[config.mk]
export PLATFORM = sky130hd
export DESIGN_NAME = decode_stage
export DESIGN_NICKNAME = d
export VERILOG_FILES = /design/src/rtl/decode_stage.sv
export SDC_FILE = /design/constraint.sdc
export NUM_CORES = 1
export LEC_CHECK = 0
export BUFFER_PORTS_ARGS = -buffer_cell sky130_fd_sc_hd__clkbuf_2
export CAP_MARGIN = 20
export CORE_MARGIN = 2
export CORE_UTILIZATION = 35
export CTS_CLUSTER_SIZE = 14
export DETAILED_ROUTE_END_ITERATION = 8
export SLEW_MARGIN = 25
export SYNTH_ARGS = -nofsm -noshare
export SYNTH_HDL_FRONTEND = slang
export SYNTH_SLANG_ARGS = --single-unit
export TNS_END_PERCENT = 10
[constraint.sdc]
create_clock -name clk -period 9.7 [get_ports clk]
set_input_delay 1.455 -clock clk [delete_from_list [all_inputs] [get_ports clk]]
set_output_delay 1.455 -clock clk [all_outputs]
set_load 0.05 [all_outputs]
[src/rtl/decode_stage.sv]
// ----------------------------------------------------------------------------
// decode_stage
//   Registered RV32I decode stage between fetch and execute. Each accepted
//   instruction is split into register fields, given a sign-extended
//   immediate, classified into a one-hot type and mapped to an ALU op code
//   plus control flags. A small skid FIFO holds instructions accepted while
//   execute stalls, so in_ready is a pure register and fetch never sees a
//   combinational path from out_ready.
//
//   Build option: define DECODE_STAGE_ILLEGAL_CHECK_EN to enable illegal
//   encoding detection; otherwise out_illegal is tied to 0.
//
// Ports
//   clk, rst_n        clock, asynchronous active-low reset
//   flush             synchronous kill of everything held or arriving
//   in_valid/ready    fetch handshake (in_ready registered, = !skid_full)
//   in_instr, in_pc   raw instruction and its PC
//   out_valid/ready   execute handshake
//   out_pc            PC of the decoded bundle
//   out_rd/rs1/rs2    register indices, 0 when unused by the type
//   out_funct3        funct3 field
//   out_imm           sign-extended immediate (0 for R-type)
//   out_type          one-hot {J,B,R,S,I,U}, 0 when unrecognised
//   out_alu_op        ADD0 SUB1 SLL2 SLT3 SLTU4 XOR5 SRL6 SRA7 OR8 AND9 PASSB10
//   out_wr_en         rd written and rd != 0
//   out_is_*          load/store/branch/jump class flags
//   out_illegal       illegal encoding flag
// ----------------------------------------------------------------------------
module decode_stage #(
    parameter int XLEN       = 32,
    parameter int PC_W       = 32,
    parameter int SKID_DEPTH = 2
) (
    input  logic            clk,
    input  logic            rst_n,
    input  logic            flush,
    input  logic            in_valid,
    output logic            in_ready,
    input  logic [31:0]     in_instr,
    input  logic [PC_W-1:0] in_pc,
    output logic            out_valid,
    input  logic            out_ready,
    output logic [PC_W-1:0] out_pc,
    output logic [4:0]      out_rd,
    output logic [4:0]      out_rs1,
    output logic [4:0]      out_rs2,
    output logic [2:0]      out_funct3,
    output logic [XLEN-1:0] out_imm,
    output logic [5:0]      out_type,
    output logic [3:0]      out_alu_op,
    output logic            out_wr_en,
    output logic            out_is_load,
    output logic            out_is_store,
    output logic            out_is_branch,
    output logic            out_is_jump,
    output logic            out_illegal
);

    localparam int PTR_W = (SKID_DEPTH > 1) ? $clog2(SKID_DEPTH) : 1;
    localparam int CNT_W = $clog2(SKID_DEPTH + 1);

    localparam logic [5:0] TYPE_U = 6'b000001;
    localparam logic [5:0] TYPE_I = 6'b000010;
    localparam logic [5:0] TYPE_S = 6'b000100;
    localparam logic [5:0] TYPE_R = 6'b001000;
    localparam logic [5:0] TYPE_B = 6'b010000;
    localparam logic [5:0] TYPE_J = 6'b100000;

    typedef enum logic [3:0] {
        ALU_ADD  = 4'd0,  ALU_SUB  = 4'd1,  ALU_SLL = 4'd2, ALU_SLT = 4'd3,
        ALU_SLTU = 4'd4,  ALU_XOR  = 4'd5,  ALU_SRL = 4'd6, ALU_SRA = 4'd7,
        ALU_OR   = 4'd8,  ALU_AND  = 4'd9,  ALU_PASSB = 4'd10
    } alu_op_e;

    typedef struct packed {
        logic [PC_W-1:0] pc;
        logic [4:0]      rd;
        logic [4:0]      rs1;
        logic [4:0]      rs2;
        logic [2:0]      funct3;
        logic [XLEN-1:0] imm;
        logic [5:0]      itype;
        alu_op_e         alu_op;
        logic            wr_en;
        logic            is_load;
        logic            is_store;
        logic            is_branch;
        logic            is_jump;
        logic            illegal;
    } bundle_t;

    function automatic bundle_t decode_instr(input logic [31:0] instr,
                                             input logic [PC_W-1:0] pc);
        bundle_t         b;
        logic [4:0]      op5;
        logic [2:0]      f3;
        logic [31:0]     imm32;
        logic [XLEN-1:0] imm_ext;
        logic            use_rd, use_rs1, use_rs2;
        b     = '0;
        op5   = instr[6:2];
        f3    = instr[14:12];
        imm32 = '0;

        casez (op5)
            5'b0?101:                     b.itype = TYPE_U;
            5'b0000?, 5'b001?0, 5'b11001: b.itype = TYPE_I;
            5'b0100?:                     b.itype = TYPE_S;
            5'b01011, 5'b011?0, 5'b10100: b.itype = TYPE_R;
            5'b11000:                     b.itype = TYPE_B;
            5'b11011:                     b.itype = TYPE_J;
            default:                      b.itype = '0;
        endcase

        if (b.itype == TYPE_I)
            imm32 = {{20{instr[31]}}, instr[31:20]};
        else if (b.itype == TYPE_S)
            imm32 = {{20{instr[31]}}, instr[31:25], instr[11:7]};
        else if (b.itype == TYPE_B)
            imm32 = {{19{instr[31]}}, instr[31], instr[7], instr[30:25], instr[11:8], 1'b0};
        else if (b.itype == TYPE_U)
            imm32 = {instr[31:12], 12'b0};
        else if (b.itype == TYPE_J)
            imm32 = {{11{instr[31]}}, instr[31], instr[19:12], instr[20], instr[30:21], 1'b0};

        // Widen to XLEN by replicating the 32-bit sign bit.
        imm_ext        = {XLEN{imm32[31]}};
        imm_ext[31:0]  = imm32;

        use_rd  = |(b.itype & (TYPE_R | TYPE_I | TYPE_U | TYPE_J));
        use_rs1 = |(b.itype & (TYPE_R | TYPE_I | TYPE_S | TYPE_B));
        use_rs2 = |(b.itype & (TYPE_R | TYPE_S | TYPE_B));

        b.pc     = pc;
        b.funct3 = f3;
        b.imm    = imm_ext;
        b.rd     = use_rd  ? instr[11:7]  : 5'd0;
        b.rs1    = use_rs1 ? instr[19:15] : 5'd0;
        b.rs2    = use_rs2 ? instr[24:20] : 5'd0;

        // instr[30] picks SUB only for register OP; SRA for both OP and OP-IMM.
        case (op5)
            5'b01100, 5'b00100: begin
                case (f3)
                    3'b000:  b.alu_op = (op5 == 5'b01100 && instr[30]) ? ALU_SUB : ALU_ADD;
                    3'b001:  b.alu_op = ALU_SLL;
                    3'b010:  b.alu_op = ALU_SLT;
                    3'b011:  b.alu_op = ALU_SLTU;
                    3'b100:  b.alu_op = ALU_XOR;
                    3'b101:  b.alu_op = instr[30] ? ALU_SRA : ALU_SRL;
                    3'b110:  b.alu_op = ALU_OR;
                    default: b.alu_op = ALU_AND;
                endcase
            end
            5'b01101: b.alu_op = ALU_PASSB;
            5'b11000: b.alu_op = f3[2] ? (f3[1] ? ALU_SLTU : ALU_SLT) : ALU_XOR;
            default:  b.alu_op = ALU_ADD;
        endcase

        b.wr_en     = (b.rd != 5'd0);
        b.is_load   = (op5[4:1] == 4'b0000);
        b.is_store  = (op5[4:1] == 4'b0100);
        b.is_branch = (b.itype == TYPE_B);
        b.is_jump   = (b.itype == TYPE_J) || (op5 == 5'b11001);

`ifdef DECODE_STAGE_ILLEGAL_CHECK_EN
        b.illegal = (instr[1:0] != 2'b11)
                 || (b.itype == 6'b0)
                 || (b.is_branch && f3[2:1] == 2'b01)
                 || (b.is_load && (f3 == 3'b011 || f3[2:1] == 2'b11))
                 || (b.is_store && f3 >= 3'b011)
                 || (b.itype == TYPE_R && instr[31:25] != 7'b0000000
                                       && instr[31:25] != 7'b0100000);
        if (b.illegal) begin
            b.wr_en  = 1'b0;
            b.alu_op = ALU_ADD;
        end
`else
        b.illegal = 1'b0;
`endif
        return b;
    endfunction

    function automatic logic [PTR_W-1:0] ptr_inc(input logic [PTR_W-1:0] p);
        return (p == PTR_W'(SKID_DEPTH - 1)) ? '0 : p + PTR_W'(1);
    endfunction

    bundle_t          out_q, out_d;
    logic             out_valid_q, out_valid_d;
    logic             in_ready_q, in_ready_d;
    logic [CNT_W-1:0] count_q, count_d;
    logic [PTR_W-1:0] rd_ptr_q, rd_ptr_d;
    logic [PTR_W-1:0] wr_ptr_q, wr_ptr_d;
    logic [31:0]      skid_instr_q [SKID_DEPTH];
    logic [PC_W-1:0]  skid_pc_q    [SKID_DEPTH];

    logic             in_fire, out_fire, out_load, skid_empty, push, pop;
    logic [31:0]      src_instr;
    logic [PC_W-1:0]  src_pc;
    bundle_t          dec;

    always_comb begin
        // NOTE: every variable gets a default before any branch so no latch is inferred.
        in_fire    = in_valid && in_ready_q;
        out_fire   = out_valid_q && out_ready;
        out_load   = !out_valid_q || out_fire;
        skid_empty = (count_q == '0);
        // Once anything waits in the skid, new input must queue behind it.
        pop        = out_load && !skid_empty;
        push       = in_fire && (!out_load || !skid_empty);
        src_instr  = pop ? skid_instr_q[rd_ptr_q] : in_instr;
        src_pc     = pop ? skid_pc_q[rd_ptr_q]    : in_pc;
        dec        = decode_instr(src_instr, src_pc);

        out_d       = out_q;
        out_valid_d = out_valid_q;
        count_d     = count_q;
        rd_ptr_d    = rd_ptr_q;
        wr_ptr_d    = wr_ptr_q;

        if (flush) begin
            out_valid_d = 1'b0;
            count_d     = '0;
            rd_ptr_d    = '0;
            wr_ptr_d    = '0;
        end else begin
            if (out_load) begin
                out_valid_d = pop || in_fire;
                if (pop || in_fire) out_d = dec;
            end
            if (pop)  rd_ptr_d = ptr_inc(rd_ptr_q);
            if (push) wr_ptr_d = ptr_inc(wr_ptr_q);
            count_d = count_q + CNT_W'(push) - CNT_W'(pop);
        end
        in_ready_d = (count_d != CNT_W'(SKID_DEPTH));
    end

    always_ff @(posedge clk or negedge rst_n) begin
        // NOTE: state registers use non-blocking assignment so all update together at the edge.
        if (!rst_n) begin
            out_q       <= '0;
            out_valid_q <= 1'b0;
            in_ready_q  <= 1'b1;
            count_q     <= '0;
            rd_ptr_q    <= '0;
            wr_ptr_q    <= '0;
        end else begin
            out_q       <= out_d;
            out_valid_q <= out_valid_d;
            in_ready_q  <= in_ready_d;
            count_q     <= count_d;
            rd_ptr_q    <= rd_ptr_d;
            wr_ptr_q    <= wr_ptr_d;
        end
    end

    // NOTE: skid storage is not reset; count_q alone decides which entries are live.
    always_ff @(posedge clk) begin
        if (push && !flush) begin
            skid_instr_q[wr_ptr_q] <= in_instr;
            skid_pc_q[wr_ptr_q]    <= in_pc;
        end
    end

    assign in_ready      = in_ready_q;
    assign out_valid     = out_valid_q;
    assign out_pc        = out_q.pc;
    assign out_rd        = out_q.rd;
    assign out_rs1       = out_q.rs1;
    assign out_rs2       = out_q.rs2;
    assign out_funct3    = out_q.funct3;
    assign out_imm       = out_q.imm;
    assign out_type      = out_q.itype;
    assign out_alu_op    = out_q.alu_op;
    assign out_wr_en     = out_q.wr_en;
    assign out_is_load   = out_q.is_load;
    assign out_is_store  = out_q.is_store;
    assign out_is_branch = out_q.is_branch;
    assign out_is_jump   = out_q.is_jump;
    assign out_illegal   = out_q.illegal;

endmodule

==> results of run 1 <==
## tightest hold or removal path: stages (launching register included)
cell                      delay, ns
sky130_fd_sc_hd__dfrtp_1       0.34
sky130_fd_sc_hd__nand2_1       0.04
sky130_fd_sc_hd__o21ai_0       0.06
## state kept, by name, summed over array words and instances (netlist names), 2 cells and up
name          flops
skid_pc_q        64
count_q           2
out_rs2           5
out_imm          32
out_alu_op        4
out_rd            5
out_pc           32
out_funct3        3
out_rs1           5
skid_instr_q     60
out_type          6
## routing by layer
| metal | up-vias | track usage [%] | routed length, um |
|---|---|---|---|
| met5 | - | 0 | 0 |
| met4 | 0 | 5.232 | 632 |
| met3 | 40 | 3.539 | 1414 |
| met2 | 178 | 28.28 | 11730 |
| met1 | 3433 | 24.44 | 11850 |
| li1 | 3185 | - | - |
## power by group through the flow
stage	registers (mW)	clock network, mW	logic (mW)
finish	1.41	1.03	1.89
global route	1.44	1.09	2.04
CTS	1.42	1.06	1.91
detailed placement	1.43	0	1.90
global placement	1.42	0	1.89
floorplan	2.04	0	0.818
## cells in the final DEF (no fill, tap or decap), types with 7 or more instances in the layout
master	n
sky130_fd_sc_hd__nor2_1	41
sky130_fd_sc_hd__o31ai_1	12
sky130_fd_sc_hd__clkinv_2	8
sky130_fd_sc_hd__clkbuf_2	164
sky130_fd_sc_hd__nor2b_1	7
sky130_fd_sc_hd__a21oi_1	33
sky130_fd_sc_hd__mux2_2	34
sky130_fd_sc_hd__nand2_1	71
sky130_fd_sc_hd__a221o_1	12
sky130_fd_sc_hd__buf_4	11
sky130_fd_sc_hd__dfrtp_1	101
sky130_fd_sc_hd__inv_1	7
sky130_fd_sc_hd__nor3_1	16
sky130_fd_sc_hd__o22a_1	8
sky130_fd_sc_hd__mux2i_1	24
sky130_fd_sc_hd__clkbuf_16	28
sky130_fd_sc_hd__a211oi_1	13
sky130_fd_sc_hd__o21ai_0	48
sky130_fd_sc_hd__o22ai_1	37
sky130_fd_sc_hd__edfxtp_1	124
## path summary, 6_finish.rpt
kind / startpoint / endpoint / slack (ns) / depth (start not counted)
min: out_pc[26]$_DFFE_PN0P_ / out_pc[26]$_DFFE_PN0P_ / 0.48 / 2
min reg2reg: out_pc[26]$_DFFE_PN0P_ / out_pc[26]$_DFFE_PN0P_ / 0.48 / 2
max reg2reg: count_q[1]$_DFF_PN0_ / out_imm[22]$_DFFE_PN0P_ / 5.75 / 9
max in group asynchronous: rst_n / rd_ptr_q$_DFFE_PN0P_ / 7.50 / 2
max: out_ready / out_imm[22]$_DFFE_PN0P_ / 5.26 / 9
min in group asynchronous: rst_n / count_q[1]$_DFF_PN0_ / 0.97 / 1
## final cells by class
class / count / area [um2] / share of cell area [%]
clock buffers: 33 / 749.5 / 6.331
clock inverters: 15 / 172.7 / 1.459
inverters: 8 / 30.03 / 0.2537
multi-input cells: 465 / 3203 / 27.06
flip-flops and latches: 227 / 6306 / 53.27
well taps: 378 / 473.0 / 3.995
repair buffers: 175 / 903.4 / 7.631
## stage by stage
step	cells	instance area, um2	power, mW	utilization, %
global route	1301	11840	4.577	42.84
CTS	1301	11840	4.377	42.84
global placement	1253	10920	3.313	39.51
finish	1301	11840	4.337	42.84
floorplan	753	9771	2.856	-
detailed placement	1253	10920	3.333	39.51
## synth_stat cells, types with 4 or more instances
| cell type | instances | share of area [%] |
|---|---|---|
| sky130_fd_sc_hd__a211oi_1 | 14 | 1.1 |
| sky130_fd_sc_hd__a21o_1 | 5 | 0.38 |
| sky130_fd_sc_hd__a21oi_1 | 33 | 1.7 |
| sky130_fd_sc_hd__a221o_1 | 12 | 1.2 |
| sky130_fd_sc_hd__a22o_1 | 6 | 0.54 |
| sky130_fd_sc_hd__a31oi_1 | 6 | 0.38 |
| sky130_fd_sc_hd__buf_1 | 8 | 0.31 |
| sky130_fd_sc_hd__buf_2 | 10 | 0.51 |
| sky130_fd_sc_hd__buf_6 | 5 | 0.58 |
| sky130_fd_sc_hd__clkbuf_1 | 26 | 1.0 |
| sky130_fd_sc_hd__dfrtp_1 | 102 | 26 |
| sky130_fd_sc_hd__edfxtp_1 | 124 | 38 |
| sky130_fd_sc_hd__inv_1 | 7 | 0.27 |
| sky130_fd_sc_hd__mux2_2 | 34 | 3.9 |
| sky130_fd_sc_hd__mux2i_1 | 24 | 2.5 |
| sky130_fd_sc_hd__nand2_1 | 72 | 2.8 |
| sky130_fd_sc_hd__nor2_1 | 41 | 1.6 |
| sky130_fd_sc_hd__nor2b_1 | 7 | 0.45 |
| sky130_fd_sc_hd__nor3_1 | 17 | 0.87 |
| sky130_fd_sc_hd__o21ai_0 | 48 | 2.5 |
| sky130_fd_sc_hd__o221ai_1 | 4 | 0.36 |
| sky130_fd_sc_hd__o22a_1 | 8 | 0.72 |
| sky130_fd_sc_hd__o22ai_1 | 37 | 2.4 |
| sky130_fd_sc_hd__o31ai_1 | 12 | 0.92 |
| sky130_fd_sc_hd__or2_2 | 5 | 0.32 |
## kinds of logic (layout without fill, tap and decap cells)
family / Yosys count / in the layout / synth area share (%)
XOR/XNOR: 4 / 4 / 0.3586
AO/OA/AOI/OAI: 223 / 223 / 16.66
adder cells (fa/ha/maj): 2 / 2 / 0.2561
flip-flops: 227 / 227 / 64.50
multiplexers: 59 / 59 / 6.531
AND/OR/NAND/NOR: 176 / 176 / 8.669
other: 1 / 1 / 0.03838
buffers and inverters: 61 / 231 / 2.984
==> flow_metrics.tcl, run 1 <==
set metrics [dict create \
    drive_gt1_share_pct 31.42 \
    worstHoldPathType "register to register" \
    end_kind "register" \
    timing.critical_path.cells "clkbuf_2 > nand2b_1 > nand2_2 > buf_4 > inv_2 > o32ai_4 > a211oi_4 > nor4_4 > a221o_1" \
    vdd.ir_drop.worst_mv 0.2208 \
    vias_in_the_first_global_route 6840 \
    grt_first_pass_wirelength_mm 40.01 \
    areaGrowthSynthToFinish_pct 21.16 \
    setup_total_negative_slack_ns 0 \
    rsz0062_at_grt "false" \
    report.final.setup_viol 0 \
    die_x_um 171.1 \
    nNetsFinal 974 \
    synth_area_per_cell_um2 12.98 \
    chipHeight_um 171.1 \
    post_synth_instance_area_mm2 0.009771 \
    ys_ff_latch 227 \
    cts-root-buf "sky130_fd_sc_hd__clkbuf_16" \
    floorplan.initialDensity_pct 35.36 \
    netSwitchingPower_mw 1.937 \
    drv_cap 0 \
    postSynth.topFlopCell "sky130_fd_sc_hd__edfxtp_1" \
    grt.total_usage_pct 17.71 \
    detailedRoute.firstPassIterationCount 4 \
    portBuffers 165 \
    crit_path_start_kind "primary input" \
    critical_path_peak_fanout 56 \
    cellLeakagePower_nw 4.725 \
    crit_arrival_ns 4.91 \
    holdBufCountCts 0 \
    number_of_routed_nets_with_antenna_violations 0 \
    place_congestion 0.8393 \
    io_pins 169 \
    clk_latency_ns 0.54 \
    syn-num-nets 824 \
    sequential_share_of_power_pct 32.6 \
    timing.final.hold_violations 0 \
    first_iter_violations 497 \
    fmax_ghz 0.2250 \
    route.vias.total 6836 \
    internal_power_mw 2.400 \
    timing.final.crit_period_ns 4.445 \
    critPathKind "primary input to register" \
    p_clk_share_pct 23.8 \
    cts_tree "built" \
    timing_max_transition_violations_final 0 \
    wire_length_per_cell_after_detailed_routing_um 19.70 \
    hold-worst-slack_ns 0.4750 \
    worstPathBufferInverterCount 3 \
    synth_cells 753 \
    timing.final.crit_share_pct 45.82 \
    fillers 2648 \
    postCtsSetupRepairBufs 0 \
    cp_slowest_cell "sky130_fd_sc_hd__nor4_4" \
    floorplan.core_area_mm2 0.02763 \
    grt_antenna_before_repair 0 \
    postRouteWirelength_mm 25.63 \
    antenna_cells_inserted 0 \
    pin_count_of_the_biggest_net_entering_global_routing 78 \
    yosysWarnings 0 \
    clock_tree.buffer_depth 3 \
    global_route.overflow_total 0 \
    power_density_mw_per_mm2 366.4 \
    drc 0 \
    numCtsBuffers 26 \
    cp_data_required_time_ns 10.17 \
    max_slew.worst_pin.slew_ns 1.008 \
    max_slew_margin_pct 31.09 \
    synth-seq-area-share_pct 64.50 \
    fin_worst_skew_ns 0.01297 \
    drt-vias-per-instance 5.254 \
    cts.reportedPaths.clkPinSlew_ns 0.06 \
    ctsHtreeMaxLevel 1 \
    placementRows 61 \
    synth_cell_types 83 \
    status "complete, no violations" \
    post_cts_resize_count 0 \
    critPathTopFamily "simple AND/OR/NAND/NOR gates" \
    detailedPlace.worstSlack_ns 4.684 \
    cts.sink_count 227 \
    final.setup.worst_slack_ns 5.255 \
    place.detailed.hpwl_mm 16.21 \
    power_switching_share_pct 44.66 \
    p_comb_share_pct 43.6 \
    worst_path_largest_cell_delay_ns 0.73 \
    synth-async-reset-ratio_pct 45.37 \
    synth-edff-count 124 \
    die-area_mm2 0.02927 \
]
No activity file was read; power rests on OpenSTA's default activity.
==> run 2, diff against run 1 <==
==> constraint.sdc (replaced) <==
create_clock -name clk -period 4.2 [get_ports clk]
set_input_delay 0.63 -clock clk [delete_from_list [all_inputs] [get_ports clk]]
set_output_delay 0.63 -clock clk [all_outputs]
set_load 0.05 [all_outputs]
==> flow_metrics.tcl, run 2 (same netlist as run 1, synthesis figures left out) <==
set metrics [dict create \
    io_pins 169 \
    status "complete, no violations" \
    top_library_cells_by_usage_in_the_layout_fill_and_taps_aside "sky130_fd_sc_hd__clkbuf_2, sky130_fd_sc_hd__edfxtp_1, sky130_fd_sc_hd__dfrtp_1" \
    reg2reg_to "out_imm[16]$_DFFE_PN0P_" \
    floorplan.initialDensity_pct 35.36 \
    areaGrowthSynthToFinish_pct 21.90 \
    crit_path_start_kind "register" \
    place_congestion 0.8140 \
    largest_register_ff_count 64 \
    cp_slowest_cell "sky130_fd_sc_hd__buf_4" \
    timing.final.crit_period_ns 2.909 \
    detailedPlace.worstSlack_ns 0.8990 \
    portBuffers 165 \
    max_slew.worst_pin.slew_ns 0.9277 \
    numCtsBuffers 25 \
    final.setup.worst_slack_ns 1.291 \
    drc 0 \
    fmax_ghz 0.3438 \
    drt-vias-per-instance 5.230 \
    clk_latency_ns 0.54 \
    critPathKind "register to register" \
    timing_max_transition_violations_final 0 \
    post_cts_resize_count 0 \
    timing.critical_path.cells "buf_4 > mux2i_1 > and3_1 > a22oi_2 > a2bb2oi_2 > nor3_1 > o22a_1" \
    timing.final.crit_share_pct 69.26 \
    vias_in_the_first_global_route 6768 \
    placed_area_mm2 0.01102 \
    report.final.setup_viol 0 \
    mostFrequentLayoutCell "sky130_fd_sc_hd__clkbuf_2" \
    timing.final.hold_violations 0 \
    worstHoldPathType "primary input to async pin" \
    cts.sink_count 227 \
    grt.total_usage_pct 17.55 \
    die-area_mm2 0.02927 \
    route.vias.total 6841 \
    pin_count_of_the_biggest_net_entering_global_routing 66 \
    chipHeight_um 171.1 \
    cts_tree "built" \
    cellLeakagePower_nw 4.759 \
    first_iter_violations 453 \
    worst_path_largest_cell_delay_ns 0.57 \
    floorplan.core_area_mm2 0.02763 \
    regToRegStartpoint "rd_ptr_q$_DFFE_PN0P_" \
    end_kind "register" \
    cp_data_required_time_ns 4.61 \
    antenna_cells_inserted 0 \
    worst-r2r-setup-slack_ns 1.29 \
    placementRows 61 \
    drv_cap 0 \
    grt_first_pass_wirelength_mm 39.65 \
    vdd.ir_drop.worst_mv 0.3814 \
    reg2regPathDepth 7 \
    cts-root-buf "sky130_fd_sc_hd__clkbuf_16" \
    place_inst 1262 \
    fillers 2677 \
    ctsHtreeMaxLevel 1 \
    wire_length_per_cell_after_detailed_routing_um 19.65 \
    max_flop_register "skid_pc_q" \
    fin_worst_skew_ns 0.01695 \
    drive_gt1_share_pct 31.61 \
    number_of_routed_nets_with_antenna_violations 0 \
    place.detailed.hpwl_mm 16.85 \
    max_slew_margin_pct 38.16 \
    rsz0062_at_grt "false" \
    post_layout_nonfiller_instances 1308 \
    clock_tree.buffer_depth 3 \
    postRouteWirelength_mm 25.70 \
    power_density_mw_per_mm2 838.6 \
    detailedRoute.firstPassIterationCount 5 \
    die_x_um 171.1 \
    grt_antenna_before_repair 0 \
    holdBufCountCts 0 \
    crit_arrival_ns 3.32 \
    cts.reportedPaths.clkPinSlew_ns 0.06 \
    largest_registers "skid_pc_q (64), skid_instr_q (60)" \
    stdcell_area_mm2 0.01191 \
    nNetsFinal 982 \
    critical_path_peak_fanout 45 \
    global_route.overflow_total 0 \
    postCtsSetupRepairBufs 0 \
]
[run 2: through the flow]
| stage | hold slack (ns) | utilization (%) | total power [mW] | setup TNS [ns] |
|---|---|---|---|---|
| after CTS | 0.2253 | 43.11 | 10.10 | 0 |
| after global routing | 0.2609 | 43.11 | 10.52 | 0 |
| after floorplan | 0.3344 | - | 6.593 | -3.442 |
| after detailed placement | 0.4647 | 39.89 | 7.748 | 0 |
| after global placement | 0.4612 | 39.89 | 7.697 | 0 |
| final | 0.2106 | 43.11 | 9.988 | 0 |
[run 2: layout make-up]
type | instances | area, um2 | area share [%]
well taps | 378 | 473.0 | 3.971
flip-flops and latches | 227 | 6306 | 52.95
clock buffers | 33 | 760.7 | 6.387
multi-input cells | 465 | 3216 | 27.00
inverters | 8 | 30.03 | 0.2521
clock inverters | 13 | 128.9 | 1.082
repair buffers | 184 | 996.0 | 8.362
[run 2: worst max-delay path: cells and delay by family, from the launching register on]
family | cells | cell delay (ns)
and+or+nand+nor | 2 | 0.39
buffers and inverters | 1 | 0.57
DFF | 1 | 0.51
muxes | 1 | 0.20
AOI/OAI and AO/OA | 3 | 1.11
[run 2: where the power goes]
part	total [mW]	internal, mW	switching (mW)
clock	2.30	1.40	0.901
combinational	4.45	1.20	3.25
sequential	3.23	2.92	0.313
[run 2: worst max path at each step]
stage               slack, ns                  from  cells past startpoint                       endpoint
global placement         0.90             out_ready                      7         out_imm[7]$_DFFE_PN0P_
CTS                      1.29  rd_ptr_q$_DFFE_PN0P_                      7        out_imm[16]$_DFFE_PN0P_
detailed placement       0.90             out_ready                      7         out_imm[6]$_DFFE_PN0P_
finish                   1.29  rd_ptr_q$_DFFE_PN0P_                      7        out_imm[16]$_DFFE_PN0P_
global route             1.11  rd_ptr_q$_DFFE_PN0P_                      7        out_imm[10]$_DFFE_PN0P_
floorplan               -0.06             out_ready                      5  skid_instr_q[0][10]$_DFFE_PP_
[run 2: layer usage]
metal  track usage [%]  routed length, um
met5                 0                  0
met2             27.91              12030
met1             24.25              11590
met4             4.606                437
met3             4.025               1647
==> run 3, diff against run 2 <==
==> constraint.sdc (replaced) <==
create_clock -name clk -period 3 [get_ports clk]
set_input_delay 0.45 -clock clk [delete_from_list [all_inputs] [get_ports clk]]
set_output_delay 0.45 -clock clk [all_outputs]
set_load 0.05 [all_outputs]
==> flow_metrics.tcl, run 3 (same netlist as run 1, synthesis figures left out) <==
set metrics [dict create \
    status "complete, no violations" \
    hold-worst-slack_ns 0.1120 \
    max_slew.worst_pin.slew_ns 0.8471 \
    postRouteWirelength_mm 25.75 \
    power_density_mw_per_mm2 1163 \
    drc 0 \
    io_pins 169 \
    crit_path_start_kind "register" \
    report.final.setup_viol 0 \
    timing.final.crit_period_ns 2.616 \
    numCtsBuffers 26 \
    cellLeakagePower_nw 4.849 \
    areaGrowthSynthToFinish_pct 23.58 \
    floorplan.core_area_mm2 0.02763 \
    grt.total_usage_pct 17.44 \
    drive_gt1_share_pct 32.98 \
    largest_register_ff_count 64 \
    number_of_routed_nets_with_antenna_violations 0 \
    floorplan.initialDensity_pct 35.36 \
    critPathTopFamily "simple AND/OR/NAND/NOR gates" \
    timing.final.hold_violations 0 \
    rsz0062_at_grt "false" \
    cts-root-buf "sky130_fd_sc_hd__clkbuf_16" \
    cts.sink_count 227 \
    placementRows 61 \
    place.detailed.hpwl_mm 17.66 \
    first_iter_violations 452 \
    ctsHtreeMaxLevel 1 \
    cp_data_required_time_ns 3.47 \
    cp_slowest_cell "sky130_fd_sc_hd__nor2_1" \
    chipHeight_um 171.1 \
    grt_first_pass_wirelength_mm 39.55 \
    drt-vias-per-instance 5.133 \
    pin_count_of_the_biggest_net_entering_global_routing 63 \
    post_layout_nonfiller_instances 1330 \
    fillers 2652 \
    vdd.ir_drop.worst_mv 0.5495 \
    crit_arrival_ns 3.09 \
    grt_antenna_before_repair 0 \
    timing.final.crit_share_pct 87.20 \
    clk_latency_ns 0.54 \
    worst_path_largest_cell_delay_ns 0.68 \
    antenna_cells_inserted 0 \
    wire_length_per_cell_after_detailed_routing_um 19.36 \
    fin_worst_skew_ns 0.01564 \
    die-area_mm2 0.02927 \
    clock_tree.buffer_depth 3 \
    top_library_cells_by_usage_in_the_layout_fill_and_taps_aside "sky130_fd_sc_hd__clkbuf_2, sky130_fd_sc_hd__edfxtp_1, sky130_fd_sc_hd__dfrtp_1" \
    worstHoldPathType "primary input to register" \
    portBuffers 165 \
    critical_path.most_common_cell "sky130_fd_sc_hd__nor2_1" \
    nNetsFinal 1003 \
    max_flop_register "skid_pc_q" \
    cts_tree "built" \
    critPathKind "register to register" \
    route.vias.total 6827 \
    end_kind "register" \
    max_slew_margin_pct 43.32 \
    global_route.overflow_total 0 \
    timing_max_transition_violations_final 0 \
    die_x_um 171.1 \
    critical_path_peak_fanout 21 \
    detailedRoute.firstPassIterationCount 5 \
    largest_registers "skid_pc_q (64), skid_instr_q (60)" \
    place_inst 1281 \
    drv_cap 0 \
    mostFrequentLayoutCell "sky130_fd_sc_hd__clkbuf_2" \
    cts.reportedPaths.clkPinSlew_ns 0.06 \
    vias_in_the_first_global_route 6732 \
    timing.critical_path.cells "or2_2 > a21oi_2 > nor2_1 > nor2_1 > nor4_4 > buf_4 > a221o_1" \
    worstPathBufferInverterCount 1 \
    fmax_ghz 0.3822 \
    postCtsSetupRepairBufs 0 \
    place_congestion 0.8637 \
]
## run 3: cell types whose count changed in the layout (fill, tap and decap cells not counted), sizes merged
cell,previous run,this run
inv,9,8
clkbuf,197,201
dlygate4sd3,0,1
buf,20,39
clkinvlp,1,0
## run 3: area by class of cell
cell class	instances	area, um2	share of cell area [%]
Sequential cell	227	6307	52.24
Multi-Input combinational cell	465	3223	26.69
Timing Repair Buffer	204	1174	9.720
Clock buffer	37	733.2	6.073
Tap cell	378	473.0	3.917
Clock inverter	11	133.9	1.109
Inverter	8	30.03	0.2487
## run 3: final timing paths
check                                            start                   endpoint  slack [ns]  cells after the start
worst max-delay path              count_q[1]$_DFF_PN0_    out_imm[24]$_DFFE_PN0P_        0.38                      7
worst min-delay path                          in_pc[4]  skid_pc_q[1][4]$_DFFE_PP_        0.11                      1
worst max register to register    count_q[1]$_DFF_PN0_    out_imm[24]$_DFFE_PN0P_        0.38                      7
worst min register to register  out_pc[31]$_DFFE_PN0P_     out_pc[31]$_DFFE_PN0P_        0.47                      2
max in group asynchronous                        rst_n    out_type[2]$_DFFE_PN0P_        1.72                      3
min in group asynchronous                        rst_n      out_valid$_DFFE_PN0P_        0.48                      2
## run 3: power breakdown
part | switching (mW) | internal, mW
Clock | 1.28 | 1.89
Combinational | 4.58 | 1.78
Sequential | 0.418 | 4.09
Total | 6.28 | 7.76
## run 3: timing repair
action                                  in CTS  in global routing
endpoints found under the setup margin       0                  0
hold buffers                                 1                  0
resized for setup                            0                  0
endpoints found under the hold margin       12                  0
## run 3: metal layers
layer / GRT usage, % / vias to the layer above / routed length [um]
met3: 4.094 / 24 / 1762
met4: 3.832 / 0 / 320
met1: 24.67 / 3395 / 11880
met2: 27.33 / 188 / 11780
met5: 0 / - / 0
li1: - / 3220 / -
## run 3: stage by stage
| step | util (%) | setup WS, ns | setup TNS, ns | power, mW | area [um2] |
|---|---|---|---|---|---|
| 2_1_floorplan | - | -0.1506 | -10.28 | 9.244 | 9818 |
| 3_3_place_gp | 40.53 | 0.3287 | 0 | 10.88 | 11200 |
| 3_5_place_dp | 40.53 | 0.3216 | 0 | 10.94 | 11200 |
| 4_1_cts | 43.70 | 0.4417 | 0 | 14.15 | 12070 |
| 5_1_grt | 43.70 | 0.1426 | 0 | 14.77 | 12070 |
| 6_report | 43.70 | 0.3839 | 0 | 14.04 | 12070 |
